[src/rtl/host_ctrl_frontend_pkg.sv]
// Shared definitions for the host control front end: FSM encoding,
// control-word bit positions and status-select values.
package host_ctrl_frontend_pkg;

  typedef enum logic [1:0] {
    ST_IDLE = 2'd0,
    ST_RUN  = 2'd1,
    ST_DONE = 2'd2
  } state_e;

  // ctrl_lo: toggle and target sit directly above the address field
  localparam int LO_TOGGLE_OFS = 0;
  localparam int LO_TARGET_OFS = 1;

  localparam int HI_START_BIT = 1;
  localparam int HI_CLR_BIT   = 2;
  localparam int HI_SEL_BIT   = 3;

  localparam logic SEL_COUNT = 1'b0;
  localparam logic SEL_FLAGS = 1'b1;

  localparam logic TGT_CORE = 1'b0;
  localparam logic TGT_ISA  = 1'b1;

endpackage

[src/rtl/host_ctrl_frontend_edge_pulse.sv]
// Registers a host control bit and flags a rising (or any) edge against its
// previous registered value. History preloads the live input under reset.
module host_ctrl_frontend_edge_pulse #(
  parameter bit ANY_EDGE = 1'b0
) (
  input  logic clk,
  input  logic rst,
  input  logic d,
  output logic pulse
);

  logic s1_q;
  logic hist_q;
  logic hist_d;

  // Loading the live input while in reset means a level held through reset
  // looks unchanged once reset drops.
  always_comb begin
    hist_d = rst ? d : s1_q;
  end

  always_ff @(posedge clk) begin
    s1_q   <= d;
    hist_q <= hist_d;
  end

  assign pulse = ANY_EDGE ? (s1_q ^ hist_q) : (s1_q & ~hist_q);

endmodule

[src/rtl/host_ctrl_frontend.sv]
// Host control front end: write strobes for core/ISA memory, run start
// pulse, saturating run timer, sticky done flags and registered status.
module host_ctrl_frontend
  import host_ctrl_frontend_pkg::*;
#(
  parameter int HOST_W     = 32,
  parameter int DATA_W     = 64,
  parameter int ADDR_W     = 10,
  parameter int ISA_ADDR_W = 6,
  parameter int NUM_DONE   = 11,
  parameter int CNT_W      = 31
) (
  input  logic                  clk,
  input  logic                  rst,
  input  logic [HOST_W-1:0]     ctrl_lo,
  input  logic [HOST_W-1:0]     ctrl_hi,
  input  logic [DATA_W-1:0]     din,
  input  logic [NUM_DONE-1:0]   done_unit,
  input  logic                  done_all,
  output logic [ADDR_W-1:0]     core_addr,
  output logic [DATA_W-1:0]     core_din,
  output logic                  core_we,
  output logic [ISA_ADDR_W-1:0] isa_addr,
  output logic                  isa_we,
  output logic                  isa_start,
  output logic [HOST_W-1:0]     status
);

  localparam int TOG_BIT = ADDR_W + LO_TOGGLE_OFS;
  localparam int TGT_BIT = ADDR_W + LO_TARGET_OFS;

  logic [ADDR_W-1:0]   addr_s1_q;
  logic                tgt_s1_q;
  logic                sel_s1_q;
  logic [DATA_W-1:0]   din_s1_q;

  logic                tog_pulse;
  logic                start_pulse;
  logic                clr_pulse;

  state_e              state_q, state_d;
  logic [CNT_W-1:0]    cnt_q, cnt_d;
  logic [NUM_DONE-1:0] sticky_q, sticky_d;
  logic                err_q, err_d;
  logic [ADDR_W-1:0]   addr_q, addr_d;
  logic [DATA_W-1:0]   din_q, din_d;
  logic                core_we_q, core_we_d;
  logic                isa_we_q, isa_we_d;
  logic                isa_start_q, isa_start_d;
  logic [HOST_W-1:0]   status_q, status_d;

  logic                unused_ctrl_bits;
  assign unused_ctrl_bits = ^{ctrl_lo[HOST_W-1:TGT_BIT+1], ctrl_hi[HOST_W-1:HI_SEL_BIT+1],
                              ctrl_hi[0]};

  // S1 capture runs through reset as well, so it tracks the live inputs.
  always_ff @(posedge clk) begin
    addr_s1_q <= ctrl_lo[ADDR_W-1:0];
    tgt_s1_q  <= ctrl_lo[TGT_BIT];
    sel_s1_q  <= ctrl_hi[HI_SEL_BIT];
    din_s1_q  <= din;
  end

  host_ctrl_frontend_edge_pulse #(.ANY_EDGE(1'b1)) u_tog_edge (
    .clk   (clk),
    .rst   (rst),
    .d     (ctrl_lo[TOG_BIT]),
    .pulse (tog_pulse)
  );

  host_ctrl_frontend_edge_pulse #(.ANY_EDGE(1'b0)) u_start_edge (
    .clk   (clk),
    .rst   (rst),
    .d     (ctrl_hi[HI_START_BIT]),
    .pulse (start_pulse)
  );

  host_ctrl_frontend_edge_pulse #(.ANY_EDGE(1'b0)) u_clr_edge (
    .clk   (clk),
    .rst   (rst),
    .d     (ctrl_hi[HI_CLR_BIT]),
    .pulse (clr_pulse)
  );

  always_comb begin
    state_d     = state_q;
    cnt_d       = cnt_q;
    isa_start_d = 1'b0;
    case (state_q)
      ST_IDLE, ST_DONE: begin
        if (start_pulse) begin
          state_d     = ST_RUN;
          cnt_d       = '0;
          isa_start_d = 1'b1;
        end
      end
      ST_RUN: begin
        // The done cycle itself is not counted.
        if (done_all) begin
          state_d = ST_DONE;
        end else if (cnt_q != {CNT_W{1'b1}}) begin
          cnt_d = cnt_q + {{(CNT_W-1){1'b0}}, 1'b1};
        end
      end
      default: state_d = ST_IDLE;
    endcase

    core_we_d = tog_pulse & (tgt_s1_q == TGT_CORE);
    isa_we_d  = tog_pulse & (tgt_s1_q == TGT_ISA);
    addr_d    = tog_pulse ? addr_s1_q : addr_q;
    din_d     = tog_pulse ? din_s1_q : din_q;

    // Clear first, then OR in new sets so a coincident set survives.
    sticky_d = (clr_pulse ? '0 : sticky_q) | done_unit;
    err_d    = (clr_pulse ? 1'b0 : err_q) | (tog_pulse & (state_q == ST_RUN));

    status_d = '0;
    if (sel_s1_q == SEL_COUNT) begin
      status_d[CNT_W:1] = cnt_q;
      status_d[0]       = (state_q == ST_DONE);
    end else begin
      status_d[NUM_DONE-1:0] = sticky_q;
      status_d[NUM_DONE]     = (state_q == ST_RUN);
      status_d[NUM_DONE+1]   = err_q;
    end
  end

  always_ff @(posedge clk) begin
    if (rst) begin
      state_q     <= ST_IDLE;
      cnt_q       <= '0;
      sticky_q    <= '0;
      err_q       <= 1'b0;
      addr_q      <= '0;
      din_q       <= '0;
      core_we_q   <= 1'b0;
      isa_we_q    <= 1'b0;
      isa_start_q <= 1'b0;
      status_q    <= '0;
    end else begin
      state_q     <= state_d;
      cnt_q       <= cnt_d;
      sticky_q    <= sticky_d;
      err_q       <= err_d;
      addr_q      <= addr_d;
      din_q       <= din_d;
      core_we_q   <= core_we_d;
      isa_we_q    <= isa_we_d;
      isa_start_q <= isa_start_d;
      status_q    <= status_d;
    end
  end

  assign core_addr = addr_q;
  assign core_din  = din_q;
  assign core_we   = core_we_q;
  assign isa_addr  = addr_q[ISA_ADDR_W-1:0];
  assign isa_we    = isa_we_q;
  assign isa_start = isa_start_q;
  assign status    = status_q;

endmodule
[config.mk]
export PLATFORM = sky130hd
export DESIGN_NAME = host_ctrl_frontend
export DESIGN_NICKNAME = d
export VERILOG_FILES = /design/src/rtl/host_ctrl_frontend_pkg.sv /design/src/rtl/host_ctrl_frontend_edge_pulse.sv /design/src/rtl/host_ctrl_frontend.sv
export SDC_FILE = /design/constraint.sdc
export NUM_CORES = 1
export LEC_CHECK = 0
export BUFFER_PORTS_ARGS = -buffer_cell sky130_fd_sc_hd__buf_2
export CORE_ASPECT_RATIO = 1.2
export CORE_MARGIN = 1.5
export CORE_UTILIZATION = 41
export CTS_BUF_LIST = sky130_fd_sc_hd__clkbuf_8
export CTS_CLUSTER_DIAMETER = 40
export DETAILED_ROUTE_END_ITERATION = 12
export PLACE_DENSITY = 0.74
export SLEW_MARGIN = 5
export SYNTH_ARGS = -nofsm -noshare
export SYNTH_HDL_FRONTEND = slang
export SYNTH_HIERARCHICAL = 1
export SYNTH_SLANG_ARGS = --single-unit
[constraint.sdc]
create_clock -name clk -period 1.8 [get_ports clk]
set_clock_uncertainty 0.05 [all_clocks]
set_input_delay 0.36 -clock clk [delete_from_list [all_inputs] [get_ports clk]]
set_output_delay 0.36 -clock clk [all_outputs]
set_load 0.005 [all_outputs]
After elaboration in Yosys (flattened, before gate mapping)
Index checks and enable logic that the tools add are counted.
{"block": "classes", "shifts": 0, "multipliers": 0, "reduce_logical": 7, "add_sub_neg": 1, "muxes": 14, "bitwise": 12, "order_cmp": 0, "div_mod_pow": 0, "n_eq_ne": 7}
{"cell": "two-way mux 31 bit", "count": 3}
{"cell": "case mux 31 bit (2 select lines)", "count": 1}
{"cell": "adder 31 x 1 -> 31 bit, second input constant", "count": 1}
{"cell": "inequality test 31 bit, second input constant", "count": 1}
{"cell": "two-way mux 13 bit", "count": 1}
{"cell": "two-way mux 11 bit", "count": 1}
{"cell": "OR 11 bit", "count": 1}
{"cell": "inequality test 2 bit, second input constant", "count": 4}
{"cell": "OR reduction 2 bit", "count": 3}
{"cell": "bitwise AND 1 bit", "count": 5}
{"cell": "two-way mux 1 bit", "count": 5}
{"cell": "two-way mux 2 bit", "count": 2}
{"cell": "inverter 1 bit", "count": 4}
{"cell": "case mux 2 bit (2 select lines)", "count": 1}
{"cell": "AND reduction 4 bit", "count": 1}
{"cell": "equality test 2 x 1 -> 1 bit, second input constant", "count": 1}
{"cell": "equality test 2 bit, second input constant", "count": 1}
{"cell": "zero test 2 bit", "count": 1}
{"cell": "AND reduction 2 bit", "count": 1}
{"cell": "nonzero test 2 bit", "count": 1}
{"cell": "OR 1 bit", "count": 1}
{"cell": "bitwise XOR 1 bit", "count": 1}
{"block": "word_totals", "ff_bits": 236, "n_memories": 0, "mem_bits_ro": 0, "latch_bits": 0, "out_inout_bits": 115, "input_bits": 142, "ramBits": 0}

Longest topological paths before layout
{"block": "depth", "word_depth": 4, "mapped_depth": 7, "ltp_nobuf": 6}

Modules after synthesis
The synthesis kept the hierarchy.
{"mod": "host_ctrl_frontend", "instances": 1, "cells_per_inst": 680, "area_per_inst_um2": 7439.6}
{"mod": "host_ctrl_frontend_edge_pulse at u_clr_edge ...", "instances": 2, "cells_per_inst": 4, "area_per_inst_um2": 61.3}
{"mod": "host_ctrl_frontend_edge_pulse at u_tog_edge", "instances": 1, "cells_per_inst": 4, "area_per_inst_um2": 63.8}

Worst setup path after synthesis
OpenSTA, ideal clock, no wires.
{"block": "synth_timing", "path_kind": "flip-flop to flip-flop", "startpoint": "reg cnt_q[0]", "endpoint": "reg cnt_q[20]", "path_stages_with_launch": 8, "required_time_ns": 1.629, "period_less_slack_ns": 1.920, "path_buffers": 1, "setup_slack_ns": -0.120, "arrival_time_ns": 1.749, "cell_sequence": "dfxtp_1 -> ha_1 -> nand4_1 -> or4_1 -> buf_2 -> o31a_1 -> a21oi_1 -> mux2i_1"}
{"block": "synth_between", "elab_chain_len": 4}
{"item": "start: declaration", "line": "host_ctrl_frontend.sv:42", "rtl": "logic [CNT_W-1:0] cnt_q, cnt_d;"}
{"item": "start signal: assignment", "line": "host_ctrl_frontend.sv:142", "rtl": "cnt_q <= cnt_d;"}
{"item": "adder 31 x 1 -> 31 bit", "line": "host_ctrl_frontend.sv:102", "rtl": "cnt_d = cnt_q + {{(CNT_W-1){1'b0}}, 1'b1};"}
{"item": "two-way mux 31 bit", "line": "host_ctrl_frontend.sv:101", "rtl": "end else if (cnt_q != {CNT_W{1'b1}}) begin"}
{"item": "two-way mux 31 bit", "line": "host_ctrl_frontend.sv:99", "rtl": "if (done_all) begin"}
{"item": "case mux 31 bit (2 select lines)", "line": "host_ctrl_frontend.sv:89", "rtl": "case (state_q)"}
Parallel ways exist; a longest one is shown, timed or not. The select of a mux whose other input is x is not followed.
A chain may end at the register's enable or synchronous reset.

Worst setup path after layout
{"block": "layout_timing", "startpoint": "reg cnt_q[1]", "endpoint": "reg cnt_q[30]"}
Same word-level chain as after synthesis.

==> out/summary.txt <==
status: finished, violations left
failing checks: setup timing
Setup Viol. Count Final: 1
reg2reg end: cnt_q[30]
Mapped Cells: 692
RSZ-0062 raised after global routing: true
routed len/inst: 16.5 µm
critical path launch point type: flop
Hold Crit Class: in -> reg
total CTS buffers: 39
Yosys reg bits: 236
pwr dens: 1020 nW/µm²
asr flop ratio synth: 0
area leader, netlist: dfxtp_1
MaxCap Viol Count: 0
CP Capture Type: flop
TritonCTS clock tree: built
CP Class: reg -> reg
Top Ports: 257
DP Area: 9280 µm²
crit path capture: cnt_q[30]
fin. max-slew vios: 0
max incr delay on CP: 350 ps
Final WS setup: -0.0673 ps
Layout area overhead: 47.8%
Final min period: 1800 ps
Avg Cell Area, Syn: 11.0 µm²
Fmax achieved: 556 MHz
GRT Resource Usage Total: 0.220
actual slew at the worst max-slew pin: 822 ps
RR Startpoint: cnt_q[1]
clock insertion delay at the later pin of the skew report: 520 ps
Max IR drop VDD: 0.839 mV
residual DRC count: 0
Req. time, crit path: 2170 ps
Clock transition at path regs: 60 ps
Die Width: 128 µm
non-filler cells, final: 1310
row cnt: 54
WHS: 139 ps
Clock Tree Buf Depth: 3
Post-synth EDFFs: 0
R2R cell count: 9
final core utilization: 0.620
internal reg-to-reg setup slack: -0.07 ps
Pwr Total: 11.5 mW
Seq/Total Area, Yosys: 0.620
share of the synthesized area in the top cell type: 0.620
Die Span Y: 152 µm
layout cells sized above 1: 0.364
crit path cell chain: ha_4 > nand4_1 > nor4_2 > buf_4 > a21o_4 > buf_4 > buf_6 > a22o_1 > a21o_1
worst slack, placed: -169 ps
CTS Sinks: 236
Worst path slowest cell: dfxtp_4
final wirelength: 21600 µm
Fin Setup TNS: -0.0673 ps
crit path from: cnt_q[1]
GP Congestion: 0.861
clock root buffer: clkbuf_8
vias in the first global route: 6764
Via density: 4.96
synthesized cell area: 7630 µm²
Cells after DPL: 1142
post-synth cell types: 55
vias post-DR: 6497
CP most frequent cell: buf_4
antenna violations before repair: 2
grt ovf: 0
final hold violations: 0
number of synthesis warnings: 6
Relative slew margins: 0.450
drt pass-1 iters: 4
PortBufs: 207
worst-path fanout max: 4
first-pass GRT wire length: 34300 µm
Leak Pwr: 5.30 nW
Final Net Count: 1203
H-tree levels: 2
Initial Utilization: 0.420
Final HPWL DP: 12400 µm
core box area: 18200 µm²
largest cells by area after synthesis: dfxtp_1 (62%), mux2i_1 (12%), nor2_1 (5.8%)
die area: 19400 µm²
Synth Net Count: 836
largest net degree at the start of global routing: 105
remaining antenna violation count: 0
1st-iter DRT viols: 392
post-route cell area: 11300 µm²
Tcrit/Tclk final: 1.00
Critical Path AT: 2170 ps
dominant synthesized flop cell: dfxtp_1
## critical path: cells and delay by family (launching register included)
kind | cells | cell delay [ps]
simple gates | 2 | 160
fa+ha+maj | 1 | 160
buf+inv | 3 | 420
flops | 1 | 350
compound gates | 3 | 570
## power breakdown
group,total [mW],switching (mW),internal [mW]
Combinational,1.18,0.553,0.622
Sequential,5.65,0.141,5.51
Clock,4.66,2.10,2.56
Total,11.5,2.80,8.70
## cells in the mapped netlist (3+ instances only)
cell / count
dfxtp_1: 236
nor2_1: 117
mux2i_1: 88
a21oi_1: 32
and2_1: 21
nand2_1: 18
nand3_1: 18
a31oi_1: 17
clkbuf_1: 17
nand4_1: 12
o21ai_0: 11
buf_2: 9
buf_1: 8
buf_4: 6
nor3_1: 5
a21boi_0: 4
a2bb2oi_1: 4
a41oi_1: 4
inv_1: 4
nor2b_1: 4
o21a_1: 4
a21o_1: 3
mux2_4: 3
nand2b_1: 3
nor3b_1: 3
or4_1: 3
## cells by family (layout without fill, tap and decap cells)
group           count (synthesis)  in the layout  share of synthesized area
fa+ha+maj                       2              2                    0.00328
compound gates                 92             92                     0.0760
buf+inv                        50            442                     0.0364
xor+xnor                        1              1                    0.00115
other cells                     0              2                          0
flops                         236            236                      0.620
simple gates                  220            220                      0.142
mux                            91             91                      0.121
## routing by layer
layer	wire length (µm)	global-route usage	up-vias
li1	-	-	3121
met1	8090	0.239	3058
met2	11100	0.390	267
met3	1760	0.0748	51
met4	627	0.0844	0
met5	0	0	-
## cells in the final DEF (no fill, tap or decap), types with 15 or more instances in the layout
| cell type | instances |
|---|---|
| dfxtp_1 | 221 |
| buf_2 | 206 |
| nor2_1 | 114 |
| dlygate4sd3_1 | 90 |
| mux2i_1 | 88 |
| buf_4 | 60 |
| clkbuf_8 | 48 |
| a21oi_1 | 28 |
| and2_1 | 20 |
| nand2_1 | 18 |
| nand3_1 | 15 |
## layout make-up
class                   count  area [µm²]
diodes                      2        5.00
well taps                 224         280
inverters                   4        15.0
repair buffers            372        2620
multi-input cells         406        2830
fillers                  1326        6900
flip-flops and latches    236        4750
clock buffers              48         661
clock inverters            18         119
## sequential cells by signal (all words and copies together) (netlist names), 2 cells and up
name / flops
cnt_q: 31
core_addr: 10
state_q: 2
addr_s1_q: 10
sticky_q: 11
din_s1_q: 64
status: 32
core_din: 64
## repair_timing
item,in CTS,in global routing
endpoints found under the hold margin,90,0
gates cloned,0,1
setup buffers,2,7
resized for setup,10,40
pin swaps,5,17
setup endpoints to repair,28,31
hold buffers,90,0
## worst min-delay path by stage
| stage | start | endpoint | slack [ps] | depth (start not counted) |
|---|---|---|---|---|
| 2_1_floorplan | ctrl_lo[0] | addr_s1_q[0] | 340 | 0 |
| 3_3_place_gp | tgt_s1_q | core_we | 340 | 1 |
| 3_5_place_dp | tgt_s1_q | core_we | 360 | 1 |
| 4_1_cts | done_all | state_q[1] | 110 | 3 |
| 5_1_grt | done_all | state_q[1] | 130 | 3 |
| 6_report | done_all | state_q[1] | 140 | 3 |
No activity file was read; power rests on OpenSTA's default activity.
